`config.mk`:
```
export PLATFORM = sky130hd
export DESIGN_NAME = deadlock_report_ctrl_flat
export DESIGN_NICKNAME = d
export VERILOG_FILES = /design/src/rtl/deadlock_report_ctrl_if.sv /design/src/rtl/deadlock_report_ctrl.sv /design/src/flat_wrapper.sv
export SDC_FILE = /design/constraint.sdc
export NUM_CORES = 1
export LEC_CHECK = 0
export ABC_AREA = 1
export CAP_MARGIN = 20
export CORE_ASPECT_RATIO = 1.25
export CORE_UTILIZATION = 35
export DETAILED_ROUTE_END_ITERATION = 7
export GPL_ROUTABILITY_DRIVEN = 0
export MAX_ROUTING_LAYER = met4
export PLACE_DENSITY = 0.52
export SYNTH_ARGS = -nofsm -noshare
export SYNTH_HDL_FRONTEND = slang
export SYNTH_SLANG_ARGS = --single-unit
export TNS_END_PERCENT = 100
```
`constraint.sdc`:
```
create_clock -name clock -period 5.4 [get_ports clock]
set_input_delay 1.08 -clock clock [delete_from_list [all_inputs] [get_ports clock]]
set_output_delay 1.08 -clock clock [all_outputs]
set_load 0.005 [all_outputs]
```
`src/rtl/deadlock_report_ctrl_if.sv`:
```
// deadlock_report_ctrl_if
// Report stream between the deadlock report controller and its debug sink.
// A beat moves on a rising clock edge where report_valid && report_ready.
//   report_valid  : beat valid (driven by master)
//   report_ready  : sink accepts beat (driven by slave)
//   report_data   : 32-bit beat payload (driven by master)
//   report_last   : high on the final beat of a report (driven by master)
interface deadlock_report_ctrl_if;

    logic        report_valid;
    logic        report_ready;
    logic [31:0] report_data;
    logic        report_last;

    modport master (
        output report_valid,
        output report_data,
        output report_last,
        input  report_ready
    );

    modport slave (
        input  report_valid,
        input  report_data,
        input  report_last,
        output report_ready
    );

endinterface

```
`src/rtl/deadlock_report_ctrl.sv`:
```
// deadlock_report_ctrl
// Consumer end of the dataflow deadlock monitors. A monitor block that
// persists for PERSIST_CYCLES consecutive cycles is confirmed as a deadlock:
// the onset cycle is timestamped, the per-process state is snapshotted and a
// 3-beat report is streamed to the debug sink. A sticky flag records the
// deadlock until clear.
//
// Ports:
//   clock           : single clock, all state on rising edge
//   reset           : asynchronous active-high reset
//   mon_block       : block outputs of the deadlock monitors
//   proc_idle       : per-process idle
//   proc_chan_block : per-process channel block
//   proc_axis_block : per-process axis block
//   clear           : synchronous pulse, drops the sticky flag and rearms
//   report          : report stream (master side of deadlock_report_ctrl_if)
//   deadlock_flag   : sticky confirmed-deadlock indicator
//   cycle_count     : free-running cycle counter
//
// Report beats:
//   0 : onset timestamp
//   1 : {mon snapshot, idle snapshot}, each zero-extended to 16 bits
//   2 : {axis snapshot, chan snapshot}, each zero-extended to 16 bits, last
//
// Build option:
//   DEADLOCK_RETRIGGER_EN : when defined, a finished report rearms by itself
//   once every monitor block has been low for one cycle (flag stays sticky).
//   When undefined, only clear or reset rearms the controller.
module deadlock_report_ctrl #(
    parameter int unsigned NUM_MON        = 2,
    parameter int unsigned NUM_PROC       = 6,
    parameter int unsigned PERSIST_CYCLES = 16,
    parameter int unsigned CNT_W          = 8
) (
    input  logic                    clock,
    input  logic                    reset,
    input  logic [NUM_MON-1:0]      mon_block,
    input  logic [NUM_PROC-1:0]     proc_idle,
    input  logic [NUM_PROC-1:0]     proc_chan_block,
    input  logic [NUM_PROC-1:0]     proc_axis_block,
    input  logic                    clear,
    deadlock_report_ctrl_if.master  report,
    output logic                    deadlock_flag,
    output logic [31:0]             cycle_count
);

    localparam int unsigned DATA_W = 32;
    localparam int unsigned HALF_W = 16;
    localparam int unsigned BEAT_W = 2;

    localparam logic [CNT_W-1:0]  PERSIST_LAST = CNT_W'(PERSIST_CYCLES);
    localparam logic [BEAT_W-1:0] BEAT_ONSET   = BEAT_W'(0);
    localparam logic [BEAT_W-1:0] BEAT_MON     = BEAT_W'(1);
    localparam logic [BEAT_W-1:0] BEAT_PROC    = BEAT_W'(2);

    typedef enum logic [2:0] {
        ST_IDLE,
        ST_ARMED,
        ST_CAPTURE,
        ST_SEND,
        ST_DONE
    } state_t;

    state_t                 state_q, state_d;
    logic [BEAT_W-1:0]      beat_q, beat_d;
    logic [CNT_W-1:0]       persist_q, persist_d;
    logic [DATA_W-1:0]      onset_q, onset_d;
    logic [NUM_MON-1:0]     mon_snap_q, mon_snap_d;
    logic [NUM_PROC-1:0]    idle_snap_q, idle_snap_d;
    logic [NUM_PROC-1:0]    chan_snap_q, chan_snap_d;
    logic [NUM_PROC-1:0]    axis_snap_q, axis_snap_d;
    logic                   valid_q, valid_d;
    logic [DATA_W-1:0]      data_q, data_d;
    logic                   last_q, last_d;
    logic                   flag_q, flag_d;

    logic                   any_blk;
    logic                   xfer;
    logic [DATA_W-1:0]      mon_word;
    logic [DATA_W-1:0]      proc_word;

    assign any_blk = |mon_block;
    assign xfer    = valid_q && report.report_ready;

    // Snapshot payloads; unused upper bits of each half read as zero.
    assign mon_word  = {HALF_W'(mon_snap_q),  HALF_W'(idle_snap_q)};
    assign proc_word = {HALF_W'(axis_snap_q), HALF_W'(chan_snap_q)};

    assign report.report_valid = valid_q;
    assign report.report_data  = data_q;
    assign report.report_last  = last_q;
    assign deadlock_flag       = flag_q;

    // Free-running timestamp base, wraps naturally.
    always_ff @(posedge clock or posedge reset) begin
        if (reset) begin
            cycle_count <= '0;
        end else begin
            cycle_count <= cycle_count + DATA_W'(1);
        end
    end

    // Controller state and registered outputs.
    always_ff @(posedge clock or posedge reset) begin
        if (reset) begin
            state_q     <= ST_IDLE;
            beat_q      <= '0;
            persist_q   <= '0;
            onset_q     <= '0;
            mon_snap_q  <= '0;
            idle_snap_q <= '0;
            chan_snap_q <= '0;
            axis_snap_q <= '0;
            valid_q     <= 1'b0;
            data_q      <= '0;
            last_q      <= 1'b0;
            flag_q      <= 1'b0;
        end else begin
            state_q     <= state_d;
            beat_q      <= beat_d;
            persist_q   <= persist_d;
            onset_q     <= onset_d;
            mon_snap_q  <= mon_snap_d;
            idle_snap_q <= idle_snap_d;
            chan_snap_q <= chan_snap_d;
            axis_snap_q <= axis_snap_d;
            valid_q     <= valid_d;
            data_q      <= data_d;
            last_q      <= last_d;
            flag_q      <= flag_d;
        end
    end

    // Next-state and next-output logic.
    always_comb begin
        state_d     = state_q;
        beat_d      = beat_q;
        persist_d   = persist_q;
        onset_d     = onset_q;
        mon_snap_d  = mon_snap_q;
        idle_snap_d = idle_snap_q;
        chan_snap_d = chan_snap_q;
        axis_snap_d = axis_snap_q;
        valid_d     = valid_q;
        data_d      = data_q;
        last_d      = last_q;
        flag_d      = flag_q;

        case (state_q)
            ST_IDLE: begin
                if (clear) begin
                    persist_d = '0;
                    flag_d    = 1'b0;
                end else if (any_blk) begin
                    // Onset is the first cycle the block is seen.
                    onset_d   = cycle_count;
                    persist_d = CNT_W'(1);
                    if (PERSIST_CYCLES == 1) begin
                        state_d = ST_CAPTURE;
                    end else begin
                        state_d = ST_ARMED;
                    end
                end
            end

            ST_ARMED: begin
                if (clear) begin
                    persist_d = '0;
                    flag_d    = 1'b0;
                    state_d   = ST_IDLE;
                end else if (!any_blk) begin
                    // Block did not persist: drop it silently.
                    persist_d = '0;
                    state_d   = ST_IDLE;
                end else begin
                    persist_d = persist_q + CNT_W'(1);
                    if (persist_d == PERSIST_LAST) begin
                        state_d = ST_CAPTURE;
                    end
                end
            end

            ST_CAPTURE: begin
                mon_snap_d  = mon_block;
                idle_snap_d = proc_idle;
                chan_snap_d = proc_chan_block;
                axis_snap_d = proc_axis_block;
                persist_d   = '0;
                flag_d      = 1'b1;
                beat_d      = BEAT_ONSET;
                valid_d     = 1'b1;
                data_d      = onset_q;
                last_d      = 1'b0;
                state_d     = ST_SEND;
            end

            ST_SEND: begin
                // Payload only advances on a transfer, so it holds while stalled.
                if (xfer) begin
                    case (beat_q)
                        BEAT_ONSET: begin
                            beat_d = BEAT_MON;
                            data_d = mon_word;
                        end
                        BEAT_MON: begin
                            beat_d = BEAT_PROC;
                            data_d = proc_word;
                            last_d = 1'b1;
                        end
                        default: begin
                            beat_d  = BEAT_ONSET;
                            valid_d = 1'b0;
                            data_d  = '0;
                            last_d  = 1'b0;
                            // A clear landing on the final transfer rearms at once.
                            if (clear) begin
                                flag_d  = 1'b0;
                                state_d = ST_IDLE;
                            end else begin
                                state_d = ST_DONE;
                            end
                        end
                    endcase
                end
            end

            ST_DONE: begin
                if (clear) begin
                    persist_d = '0;
                    flag_d    = 1'b0;
                    state_d   = ST_IDLE;
                end
`ifdef DEADLOCK_RETRIGGER_EN
                else if (!any_blk) begin
                    // Block released: rearm for a further report, flag stays set.
                    state_d = ST_IDLE;
                end
`endif
            end

            default: begin
                state_d = ST_IDLE;
            end
        endcase
    end

endmodule

```
`src/flat_wrapper.sv`:
```
// flat-port wrapper written by rule: the top's interface ports become plain ports
module deadlock_report_ctrl_flat 
#(
    parameter int unsigned NUM_MON        = 2,
    parameter int unsigned NUM_PROC       = 6,
    parameter int unsigned PERSIST_CYCLES = 16,
    parameter int unsigned CNT_W          = 8
)
  (clock, reset, mon_block, proc_idle, proc_chan_block, proc_axis_block, clear, deadlock_flag, cycle_count, report_report_valid, report_report_data, report_report_last, report_report_ready);
  deadlock_report_ctrl_if report_i ();
  input  logic clock;
  input  logic reset;
  input  logic [NUM_MON-1:0] mon_block;
  input  logic [NUM_PROC-1:0] proc_idle;
  input  logic [NUM_PROC-1:0] proc_chan_block;
  input  logic [NUM_PROC-1:0] proc_axis_block;
  input  logic clear;
  output logic deadlock_flag;
  output logic [31:0] cycle_count;
  output wire logic [$bits(report_i.report_valid)-1:0] report_report_valid;
  output wire logic [$bits(report_i.report_data)-1:0] report_report_data;
  output wire logic [$bits(report_i.report_last)-1:0] report_report_last;
  input wire logic [$bits(report_i.report_ready)-1:0] report_report_ready;
  assign report_report_valid = report_i.report_valid;
  assign report_report_data = report_i.report_data;
  assign report_report_last = report_i.report_last;
  assign report_i.report_ready = report_report_ready;
  deadlock_report_ctrl #(.NUM_MON(NUM_MON), .NUM_PROC(NUM_PROC), .PERSIST_CYCLES(PERSIST_CYCLES), .CNT_W(CNT_W)) u_core (.clock(clock), .reset(reset), .mon_block(mon_block), .proc_idle(proc_idle), .proc_chan_block(proc_chan_block), .proc_axis_block(proc_axis_block), .clear(clear), .report(report_i), .deadlock_flag(deadlock_flag), .cycle_count(cycle_count));
endmodule
```
==> PnR_summary.wiki <==
{| class="wikitable"
! Metric !! Value
|-
| Outcome || finished clean
|-
| Family with the most delay on the worst path || flip-flops
|-
| Critical path data required time || 5.70 ns
|-
| Final antenna-violating net count || 0
|-
| Leading register cell type out of synthesis || dfrtp_1
|-
| Maximum number of buffers from clock root to sink || 2
|-
| Initial core utilization || 0.3569
|-
| Cells traversed along the worst timing path || nand2_2 -> o21ai_2 -> inv_2 -> a32o_1
|-
| DRT Wirelength || 14940 um
|-
| Max FO, Critical Path || 37
|-
| Crit-path slowest cell || dfrtp_1
|-
| Gate count of the mapped netlist || 622
|-
| Global-route usage over all layers || 0.1988
|-
| Worst Hold Margin || 0.4828 ns
|-
| I/O Pins || between 90 and 100
|-
| Clock transition time at the flip-flop clock pins of the worst setup and hold paths || about 0.060 ns
|-
| Seq. cell area || around 0.0033 sq mm
|-
| Number of cells traversed by the worst register-to-register path || 4
|-
| Type of the setup path with the least slack || flip-flop to flip-flop
|-
| Floorplan die height || 145.7 um
|-
| Top achievable clock speed || ~330 MHz
|-
| Rel. slew slack || 0.3329
|-
| Remaining DRCs || 0
|-
| Yosys warns || 0
|-
| Unique masters post-synth || 32
|-
| Number of buffers inserted by hold repair at cts || 0
|-
| Synth async-reset ratio || 1.000
|-
| Layout overhead on the synthesized area || 30.02%
|-
| Number of I/O port buffers || 90
|-
| Total instance count after detailed placement || 914
|-
| Library cell with the largest summed area after synthesis || dfrtp_1
|-
| Clock skew after layout || 0.005191 ns
|-
| Violation count after the first detailed-routing iteration || 212
|-
| M1 wire length || 6706 um
|-
| Setup violators final || 0
|-
| Crit path capture type || flip-flop
|-
| Most frequent cells after synthesis || nand2_1, dfrtp_1, inv_1
|-
| Buffers and inverters on the worst path || 1
|-
| Delay contributed by the slowest stage of the critical path || 1.00 ns
|-
| Layout cells sized above 1 || 0.08208
|-
| Post-DR wirelength/cell || 15.78 um
|-
| Clock network latency to the later pin of the worst-skew pair || 0.42 ns
|-
| Number of storage elements in the synthesis netlist || 132
|-
| Final-stage net count || ~740
|-
| Number of enable-type register cells in the synthesized netlist || 0
|-
| Detailed-route vias per instance || 4.867
|-
| Avg Inst Size Synth || 9.295 sq um
|-
| Post_cts resized || 0
|-
| Wire length of the first global-routing pass || ~25000 um
|-
| Pin slew with the least headroom to its limit || about 1.0 ns
|-
| VDD IR-drop max || 196.8 uV
|-
| Worst setup slack before clock tree synthesis || 2.030 ns
|-
| Filler instances || 1547
|-
| TritonCTS clock tree || built
|-
| Root buffer cell || clkbuf_16
|-
| Post-CTS Repair Setup Buffers || 0
|-
| Met3 Wirelength || 538 um
|-
| Detailed-routing iteration count for the pre-antenna-repair pass || 4
|-
| Area taken by multi-input logic gates || 0.002130 sq mm
|-
| Global route overflow || 0
|-
| Critical path depth || 4
|-
| CTS Buf Count || 17
|-
| Min-delay worst type || flip-flop to flip-flop
|-
| RSZ-0062 raised after global routing || no
|-
| Detailed-routed wire length on met2 || 7357 um
|-
| Startpoint kind of the worst setup timing path || flip-flop
|-
| # diodes || 0
|-
| Fraction of the cycle the final worst path needs || 0.5535
|-
| Synth top area share || 0.5713
|-
| Post-detailed-placement half-perimeter wirelength || 10890 um
|-
| CTS Sinks || 132
|-
| Post-layout util || 0.4640
|-
| Number of global-route vias before repair || about 4.8k
|-
| Clock period minus final worst setup slack || between 2 and 3 ns
|-
| H-tree depth reported by CTS || 4
|-
| Maximum Capacitance Violations || 0
|-
| Power per Cell Area || about 420 mW/mm^2
|-
| Die area || 0.01704 sq mm
|-
| Placement Rows || 52
|-
| Top post-synthesis cells by area || dfrtp_1, nand2_1, xor2_1
|-
| Antenna violations before repair || 0
|-
| Die width || 117.0 um
|-
| Maximum number of pins on one net before global-route repair || 75
|-
| Filler-free cell count of the finished design || 947
|-
| Setup TNS || 0 ns
|-
| Leading cell type by number of instances after synthesis || nand2_1
|-
| Crit path DAT || 3.29 ns
|-
| Uppermost layer routed || met4
|-
| Total count of max-transition violations in the final report || 0
|-
| Hold Path Depth || 2
|-
| Net count after synthesis || between 600 and 700
|-
| Netlist area before placement || 0.005782 sq mm
|-
| Sequential cell area fraction in the yosys report || 0.5713
|-
| Min setup slack post-route || 2.411 ns
|-
| Placeable Area || 0.01620 sq mm
|-
| Routed via count || 4609
|-
| LEAKAGE || 3.355 nW
|-
| Hold violation count in the final report || 0
|-
| Slack of the worst reg-to-reg path || 2.41 ns
|}
-- per-layer routing --
metal / vias to the layer above / global-route usage
met1: 2249 / 0.2507
met4: 0 / 0.07722
li1: 2231 / -
met3: 24 / 0.04165
met5: - / -
met2: 105 / 0.3109
-- per-stage QoR --
| stage | power [mW] | cell area (sq um) |
|---|---|---|
| 5_1_grt | 3.381 | 7517 |
| 4_1_cts | 3.212 | 7502 |
| 2_1_floorplan | 1.755 | 5782 |
| 3_5_place_dp | 2.020 | 6892 |
| 3_3_place_gp | 2.002 | 6892 |
| 6_report | 3.188 | 7517 |
-- worst min-delay path, delay by kind of cell (launching register included) --
kind            cells  cell delay [ns]
simple gates        1             0.05
compound gates      1             0.06
flops               1             0.34
-- registers in the layout, indices dropped and copies added (netlist names) --
name	count
u_core.report.report_valid	1
u_core.persist_q	8
u_core.chan_snap_q	6
u_core.onset_q	32
u_core.mon_snap_q	2
u_core.report.report_data	32
u_core.deadlock_flag	1
u_core.report.report_last	1
u_core.idle_snap_q	6
u_core.state_q	3
u_core.axis_snap_q	6
u_core.beat_q	2
u_core.cycle_count	32
-- cells in the final DEF, fill, tap and decap left out, types with 2 or more instances in the layout --
master	count
a21oi_1	18
a32o_1	18
a41oi_1	3
buf_4	4
bufinv_16	3
clkbuf_16	17
clkbuf_8	2
clkdlybuf4s50_1	90
clkinv_2	3
clkinv_4	2
clkinvlp_4	3
dfrtp_1	132
ha_1	2
inv_1	64
inv_2	3
mux2_2	12
nand2_1	144
nand2_2	3
nand3_1	28
nand4_1	8
nor2_1	57
nor2_2	3
nor3_1	15
o211ai_1	3
o21a_1	2
o21ai_0	43
o21ai_1	6
o21bai_1	2
xnor2_1	2
xor2_1	29
-- layout make-up --
cell class / instances / area share
Sequential cell: 132 / 0.4394
Multi-Input combinational cell: 404 / 0.2833
Timing Repair Buffer: 95 / 0.1258
Clock buffer: 20 / 0.06075
Tap cell: 216 / 0.03595
Inverter: 68 / 0.03429
Clock inverter: 12 / 0.02047
-- final timing paths --
path | from | endpoint
max | u_core.state_q[1] | u_core.report.report_data[28]
min | u_core.report.report_last | u_core.report.report_last
max reg2reg | u_core.state_q[1] | u_core.report.report_data[28]
min reg2reg | u_core.report.report_last | u_core.report.report_last
max in group asynchronous | reset | u_core.idle_snap_q[1]
min in group asynchronous | reset | u_core.cycle_count[1]
-- logic make-up (layout without fill, tap and decap cells) --
| group | Yosys count | after routing | share of synthesized area |
|---|---|---|---|
| AND/OR/NAND/NOR | 262 | 262 | 0.1883 |
| flip-flops | 132 | 132 | 0.5713 |
| adder cells (fa/ha/maj) | 2 | 2 | 0.004327 |
| XOR/XNOR | 31 | 31 | 0.04696 |
| AO/OA/AOI/OAI | 97 | 97 | 0.1054 |
| buffers and inverters | 86 | 195 | 0.06038 |
| multiplexers | 12 | 12 | 0.02337 |
-- report_power, final --
| part | switching [mW] | leakage, nW | total (mW) | internal (mW) |
|---|---|---|---|---|
| logic | 0.401 | 1.33 | 0.701 | 0.301 |
| registers | 0.135 | 1.73 | 1.31 | 1.17 |
| clock network | 0.428 | 0.292 | 1.18 | 0.750 |
No activity file was read; power rests on OpenSTA's default activity.
